### src/rtl/comet2_pkg.sv
// rtl/comet2_pkg.sv - COMET II fetch state encoding, opcode constants and instruction length rule
package comet2_pkg;

    typedef enum logic [2:0] {
        FETCH_IDLE  = 3'd0,
        FETCH_F1    = 3'd1,
        FETCH_F2    = 3'd2,
        FETCH_ISSUE = 3'd3,
        FETCH_HALT  = 3'd4
    } fetch_state_e;

    localparam logic [7:0] OP_NOP = 8'h00;
    localparam logic [7:0] OP_POP = 8'h71;
    localparam logic [7:0] OP_RET = 8'h81;
    localparam logic [7:0] OP_SVC = 8'hF0;

    // Register-register forms of the 1x..4x groups set bit 2; their memory forms carry an adr word.
    function automatic logic is_two_word(input logic [7:0] opcode);
        logic one_word;
        one_word = (opcode == OP_NOP) || (opcode == OP_POP) || (opcode == OP_RET) ||
                   ((opcode[7:4] >= 4'h1) && (opcode[7:4] <= 4'h4) && opcode[2]);
        if (opcode == OP_SVC) begin
            one_word = 1'b0;
        end
        return !one_word;
    endfunction

endpackage

### src/rtl/instruction_fetch.sv
// rtl/instruction_fetch.sv - COMET II fetch stage: PC walk, 1/2-word fetch, decode handshake
// Optional breakpoint halt enabled by defining IFETCH_BKPT_EN.
module instruction_fetch
    import comet2_pkg::*;
#(
    parameter logic [15:0] RESET_PC = 16'h0000
) (
    input  logic        mclk,
    input  logic        reset,
    input  logic        run,
    output logic        mem_re,
    output logic [15:0] mem_raddr,
    input  logic [15:0] mem_rdata,
    input  logic        jump_en,
    input  logic [15:0] jump_addr,
    output logic        out_valid,
    input  logic        out_ready,
    output logic [15:0] out_ir0,
    output logic [15:0] out_ir1,
    output logic        out_len2,
    output logic [15:0] out_pc,
    output logic        halted
`ifdef IFETCH_BKPT_EN
    ,
    input  logic        bkpt_en,
    input  logic [15:0] bkpt_addr
`endif
);

    fetch_state_e state_q, state_d;
    logic [15:0]  pc_q, pc_d;
    logic [15:0]  ir0_q, ir0_d;
    logic [15:0]  ir1_q, ir1_d;
    logic         len2_q, len2_d;
    logic [15:0]  opc_q, opc_d;
    logic         bkpt_hit;

`ifdef IFETCH_BKPT_EN
    assign bkpt_hit = bkpt_en && (pc_q == bkpt_addr);
`else
    assign bkpt_hit = 1'b0;
`endif

    always_ff @(posedge mclk or posedge reset) begin
        if (reset) begin
            state_q <= FETCH_IDLE;
            pc_q    <= RESET_PC;
            ir0_q   <= 16'h0000;
            ir1_q   <= 16'h0000;
            len2_q  <= 1'b0;
            opc_q   <= 16'h0000;
        end else begin
            state_q <= state_d;
            pc_q    <= pc_d;
            ir0_q   <= ir0_d;
            ir1_q   <= ir1_d;
            len2_q  <= len2_d;
            opc_q   <= opc_d;
        end
    end

    always_comb begin
        state_d   = state_q;
        pc_d      = pc_q;
        ir0_d     = ir0_q;
        ir1_d     = ir1_q;
        len2_d    = len2_q;
        opc_d     = opc_q;
        mem_re    = 1'b0;
        mem_raddr = pc_q;
        out_valid = 1'b0;

        case (state_q)
            FETCH_IDLE: begin
                if (jump_en) begin
                    pc_d = jump_addr;
                end
                if (run) begin
                    state_d = FETCH_F1;
                end
            end

            FETCH_F1: begin
                mem_re = !bkpt_hit;
                if (jump_en) begin
                    pc_d    = jump_addr;
                    state_d = FETCH_F1;
                end else if (bkpt_hit) begin
                    state_d = FETCH_HALT;
                end else begin
                    ir0_d   = mem_rdata;
                    opc_d   = pc_q;
                    len2_d  = is_two_word(mem_rdata[15:8]);
                    pc_d    = pc_q + 16'd1;
                    state_d = is_two_word(mem_rdata[15:8]) ? FETCH_F2 : FETCH_ISSUE;
                end
            end

            FETCH_F2: begin
                mem_re = 1'b1;
                if (jump_en) begin
                    pc_d    = jump_addr;
                    state_d = FETCH_F1;
                end else begin
                    ir1_d   = mem_rdata;
                    pc_d    = pc_q + 16'd1;
                    state_d = FETCH_ISSUE;
                end
            end

            FETCH_ISSUE: begin
                // A redirect in the same cycle kills the handoff so decode never sees a stale instruction.
                out_valid = !jump_en;
                if (jump_en) begin
                    pc_d    = jump_addr;
                    state_d = FETCH_F1;
                end else if (out_ready) begin
                    state_d = FETCH_F1;
                end
            end

`ifdef IFETCH_BKPT_EN
            FETCH_HALT: begin
                if (jump_en) begin
                    pc_d    = jump_addr;
                    state_d = FETCH_F1;
                end
            end
`endif

            default: begin
                state_d = FETCH_IDLE;
            end
        endcase
    end

    assign out_ir0  = ir0_q;
    assign out_ir1  = ir1_q;
    assign out_len2 = len2_q;
    assign out_pc   = opc_q;

`ifdef IFETCH_BKPT_EN
    assign halted = (state_q == FETCH_HALT);
`else
    assign halted = 1'b0;
`endif

endmodule

### config.mk
export PLATFORM = sky130hd
export DESIGN_NAME = instruction_fetch
export DESIGN_NICKNAME = d
export VERILOG_FILES = /design/src/rtl/comet2_pkg.sv /design/src/rtl/instruction_fetch.sv
export SDC_FILE = /design/constraint.sdc
export NUM_CORES = 1
export LEC_CHECK = 0
export CAP_MARGIN = 0
export CORE_MARGIN = 2
export CORE_UTILIZATION = 41
export CTS_BUF_LIST = sky130_fd_sc_hd__clkbuf_8
export DETAILED_ROUTE_END_ITERATION = 16
export PLACE_DENSITY_LB_ADDON = 0.25
export REMOVE_ABC_BUFFERS = 1
export SLEW_MARGIN = 10
export SYNTH_ARGS = -nofsm -noshare
export SYNTH_HDL_FRONTEND = slang
export SYNTH_SLANG_ARGS = --single-unit
export TNS_END_PERCENT = 50
### constraint.sdc
create_clock -name mclk -period 2 [get_ports mclk]
set_input_delay 0.3 -clock mclk [delete_from_list [all_inputs] [get_ports mclk]]
set_output_delay 0.3 -clock mclk [all_outputs]
set_load 0.01 [all_outputs]
# [Word level (Yosys, flattened, before mapping)]
# Cells that the tools add are included.
[word_totals] ff_bits=68 in_bits=37 wordCells=50
[op_classes] add_sub_neg=1 n_lt_le_gt_ge=2 n_eq_ne=9 muxes=15 bitwise=1 n_reduce_logical=16
[op_table] cell="$mux 16" count=2
[op_table] cell="$pmux 16 s2" count=1
[op_table] cell="$add 16x1->16 const B" count=1
[op_table] cell="$eq 8x8->1 const B" count=2
[op_table] cell="$pmux 3 s4" count=1
[op_table] cell="$mux 3" count=3
[op_table] cell="$eq 8x7->1 const B" count=1
[op_table] cell="$logic_not 8->1" count=1
[op_table] cell="$reduce_and 2->1" count=4
[op_table] cell="$eq 3x2->1 const B" count=2
[op_table] cell="$mux 1" count=6
[op_table] cell="$ge 4x1->1 const B" count=1
[op_table] cell="$le 4x3->1 const B" count=1
[op_table] cell="$mux 2" count=2
[op_table] cell="$reduce_or 2->1" count=2
[op_table] cell="$eq 3x1->1 const B" count=1
[op_table] cell="$logic_not 3->1" count=1
[op_table] cell="$logic_or 1x1->1" count=3
[op_table] cell="$ne 3x3->1 const B" count=1
[op_table] cell="$logic_and 1x1->1" count=2
[op_table] cell="$logic_not 1->1" count=2
[op_table] cell="$ne 2x1->1 const B" count=1
[op_table] cell="$ne 2x2->1 const B" count=1
[op_table] cell="$reduce_bool 2->1" count=1
[op_table] cell="$not 1->1" count=1

# [Longest topological paths before layout]
# Gate-level depths: netlist (run 1).
[logic_depth] word_depth=10 mapped_depth=8 mapped_depth_nobuf=6

# [Worst setup path after synthesis (run 1)]
# Ideal clock, no wire load.
[synth_timing] kind="flip-flop to flip-flop" from="reg state_q[0]" to="reg pc_q[8] (netlist: mem_raddr[8])" setup_ps=136 arrival_ps=1795 required_time_ps=1864 path_slack_ps=69 stages_incl_launch_ff=7 cell_sequence="dfrtp_1 > inv_1 > ha_1 > and3_1 > or3b_2 > xnor2_1 > o21ai_0"
[synth_via] elab_chain_cells=4 elab_cells_between_ends=10
[synth_rtl] element="start, declared" line_no="instruction_fetch.sv:30" text="fetch_state_e state_q, state_d;"
[synth_rtl] element="start signal, assigned" line_no="instruction_fetch.sv:53" text="state_q <= state_d;"
[synth_rtl] element="$eq 3x2->1, or another cell as far along" line_no="instruction_fetch.sv:73" text="case (state_q)"
[synth_rtl] element="$reduce_or 2->1 (no line)"
[synth_rtl] element="$ne 2x1->1 (no line) or $reduce_bool 2->1 (tied branches)"
[synth_rtl] element="$reduce_and 2->1 (no line)"
[synth_rtl] element="end signal, assigned" line_no="instruction_fetch.sv:54" text="pc_q <= pc_d;"
[synth_rtl] element="end, declared" line_no="instruction_fetch.sv:31" text="logic [15:0] pc_q, pc_d;"
# Parallel ways exist; a longest one is shown, timed or not.
# A chain may end at the register's enable or synchronous reset.

# [Worst setup path after layout (run 1)]
[layout_timing] from="reg state_q[1]" to="out mem_re"
[layout_via] elab_chain_cells=3 elab_cells_between_ends=4
[layout_rtl] element="$eq 3x2->1 or $eq 3x1->1 (tied branches)" line_no="instruction_fetch.sv:73"
[layout_rtl] element="$reduce_or 2->1 (no line) (*)"
[layout_rtl] element="$mux 1 (*)" line_no="instruction_fetch.sv:73"
[layout_rtl] element="end, declared" line_no="instruction_fetch.sv:11" text="output logic mem_re,"
# Mark *: on every way between the ends. The rest lies on a longest branch, timed or not.

==> results of run 1 <==
kinds of logic (layout without fill, tap and decap cells):
| logic type | after synthesis | after routing | share of synthesized area |
|---|---|---|---|
| flops | 67 | 67 | 0.565 |
| simple gates | 62 | 62 | 0.122 |
| mux | 47 | 47 | 0.178 |
| compound gates | 26 | 26 | 0.0536 |
| buf+inv | 17 | 139 | 0.0249 |
| xor+xnor | 10 | 10 | 0.0295 |
| fa+ha+maj | 6 | 6 | 0.0253 |
| other cells | 1 | 1 | 0.00126 |
worst min-delay path, cell delays in order:
cell	delay (ns)
clkdlybuf4s50_1	0.41
inv_2	0.07
buf_12	0.30
placed cells by master (no fill, tap or decap), types with 3 or more instances in the layout:
cell type        count
xor2_1               4
clkbuf_8            13
nor3_1               3
buf_4               13
o21ai_0             17
xnor2_1              6
dfrtp_1             67
inv_1                6
ha_1                 5
nor2_1               6
clkdlybuf4s50_1    101
a221o_1              4
nor2b_1              4
nand4_1              5
nor4_1               3
mux2_2              46
nand2_1             21
nor3b_1              3
metrics by stage:
| stage | setup TNS [ns] | setup WS (ns) |
|---|---|---|
| floorplan | 0 | 0.0168 |
| finish | 0 | 0.155 |
| global placement | 0 | 0.0231 |
| CTS | 0 | 0.122 |
| global route | 0 | 0.0168 |
| detailed placement | -0.0159 | -0.0159 |
registers in the layout (all words and copies together), names as in the netlist:
| register | cells |
|---|---|
| out_ir0 | 16 |
| out_len2 | 1 |
| out_pc | 16 |
| state_q | 2 |
| out_ir1 | 16 |
| mem_raddr | 16 |
metal layers:
metal  track usage  vias to the layer above  wire length (µm)
li1              -                     1073                 -
met1         0.233                     1103              3010
met2         0.280                       73              3090
met3        0.0554                        9               542
met4        0.0733                        0                99
met5             0                        -                 0
report_power, final:
| group | internal (µW) | total [µW] | switching, µW |
|---|---|---|---|
| registers | 1930 | 2260 | 330 |
| logic | 1710 | 2740 | 1030 |
| clock network | 701 | 1170 | 471 |
| total | 4340 | 6170 | 1830 |
path summary, 6_finish.rpt:
path | endpoint | depth (start not counted) | start
max | mem_re | 4 | state_q[1]
min | out_ir0[4] | 3 | reset
max reg2reg | mem_raddr[8] | 6 | state_q[1]
min reg2reg | out_pc[8] | 2 | out_pc[8]
max in group asynchronous | out_pc[3] | 3 | reset
min in group mclk | out_pc[8] | 2 | out_pc[8]
layout make-up:
class                      count  area share
clock buffer                  13      0.0404
clock inverter                 2     0.00762
inverter                       6     0.00508
multi-input combinational    152       0.278
sequential                    67       0.378
tap                           99      0.0279
timing repair buffer         118       0.263
timing repair:
action,4_1_cts,5_1_grt
endpoints found under the setup margin,2,0
gates resized for setup,3,0
endpoints found under the hold margin,0,0
==> out/results.ini, run 1 <==
[status]
outcome = finished clean

[placement]
dp_hpwl_um = 4730
place_area_um2 = 4210
io_buffer_count = 103
dp_cells = 442
gp_congestion = 0.746

[synth]
syn_inst = 236
synthFlopType = dfrtp_1
synth_edf_count = 0
ys_seq_elements = 67
avgSynthCellArea_um2 = 12.6
synth_most_common_cell = dfrtp_1
async_flop_share = 1.00
synthTopCellsByCount = dfrtp_1, mux2_2, nand2_1
synth_cell_types = 38
synth.area.top_cells = dfrtp_1, mux2_2, o21ai_0
synth_area_um2 = 2970
ys_warn_count = 0
ys_seq_area_frac = 0.565
synth_top_area_share = 0.565
synth_top_cell_by_area = dfrtp_1

[cells_and_area]
drive_gt1_frac = 0.235
multi_input_area_um2 = 1230
final_design_area_no_fill_um2 = 4430
regArea_um2 = 1680
utilization = 0.621
fillers = 605
final_net_count = 397
syn_to_final_growth_pct = 49.4
antenna_cells = 0
instances_no_fill = 457

[cts]
htreeDepth = 3
clock-sinks = 67
cts_buffers = 9
root_buffer = clkbuf_8
cts_buffer_depth = 2
clkTransAtPathRegs_ns = 0.07
post_cts_buffers = 0
cts_tree = done
ctsHoldBuffers = 0
clk_latency_ns = 0.33

[routing]
ant_nets = 0
drc = 0
via_per_inst = 4.94
first_pass_iters = 3
vias = 2258
drt_wl_total_um = 6740
wl_per_cell_um = 14.8
drtIter0Drc = 80

[floorplanning]
die_area_um2 = 7930
core-area_um2 = 7140
die_y_um = 89.1
initial_core_util = 0.416
die_x_um = 89.1
ios = 105
rows = 31

[setup_path]
worstSetupEndpointType = primary output
cp-start-kind = register
max_stage_delay_ns = 0.40
crit_path_cell_trace = inv_1 > ha_4 > buf_4 > dlygate4sd2_1
path_max_fanout = 4
cp_data_arrival_time_ns = 1.54
reg2reg_slack_ns = 0.16
cp_slowest_cell = dfrtp_1
crit_required_ns = 1.70
critPathKind = register to primary output
path_buf_inv = 3
crit_family = buffers and inverters

[global_route]
grt_pass1_vias = 2221
grt_overflow = 0
track_usage = 0.179
grt_first_pass_wirelength_um = 10800
antenna_found_initial = 0
grt_max_degree = 68

[worst_hold_path]
min_path_type = input port to asynchronous set/reset pin

[run]
maxCapViolations = 0

[sta]
setup_viol_count_final = 0
finalHoldViolations = 0
fin_hold_ws_ns = 0.344
finalCritPeriodShare = 0.922
timing.fmax_mhz = 542
post-route-min-period_ns = 1.84
finClkSkew_ns = 0.00589
rsz0062_at_grt = no
drv_slew = 0

[power]
ir_drop_uv = 605
powerDensity_nw_per_um2 = 1390
finalPower_uw = 6170
p_leak_uw = 0.00186

No activity file was read; power rests on OpenSTA's default activity.
==> inputs of run 2 (changes only) <==
--- a/config.mk
+++ b/config.mk
@@ -5,6 +5,7 @@
 export SDC_FILE = /design/constraint.sdc
 export NUM_CORES = 1
 export LEC_CHECK = 0
+export ABC_CLOCK_PERIOD_IN_PS = 2000
 export CAP_MARGIN = 0
 export CORE_MARGIN = 2
 export CORE_UTILIZATION = 41
==> results of run 2 <==
Final layout, timing and power as in run 1 (identical DEF).
==> inputs of run 3 (changes only) <==
--- a/config.mk
+++ b/config.mk
@@ -5,8 +5,9 @@
 export SDC_FILE = /design/constraint.sdc
 export NUM_CORES = 1
 export LEC_CHECK = 0
+export ABC_AREA = 0
 export ABC_CLOCK_PERIOD_IN_PS = 2000
-export CAP_MARGIN = 0
+export CAP_MARGIN = 30
 export CORE_MARGIN = 2
 export CORE_UTILIZATION = 41
 export CTS_BUF_LIST = sky130_fd_sc_hd__clkbuf_8
==> results of run 3 <==
Final layout, timing and power as in run 1 (identical DEF).
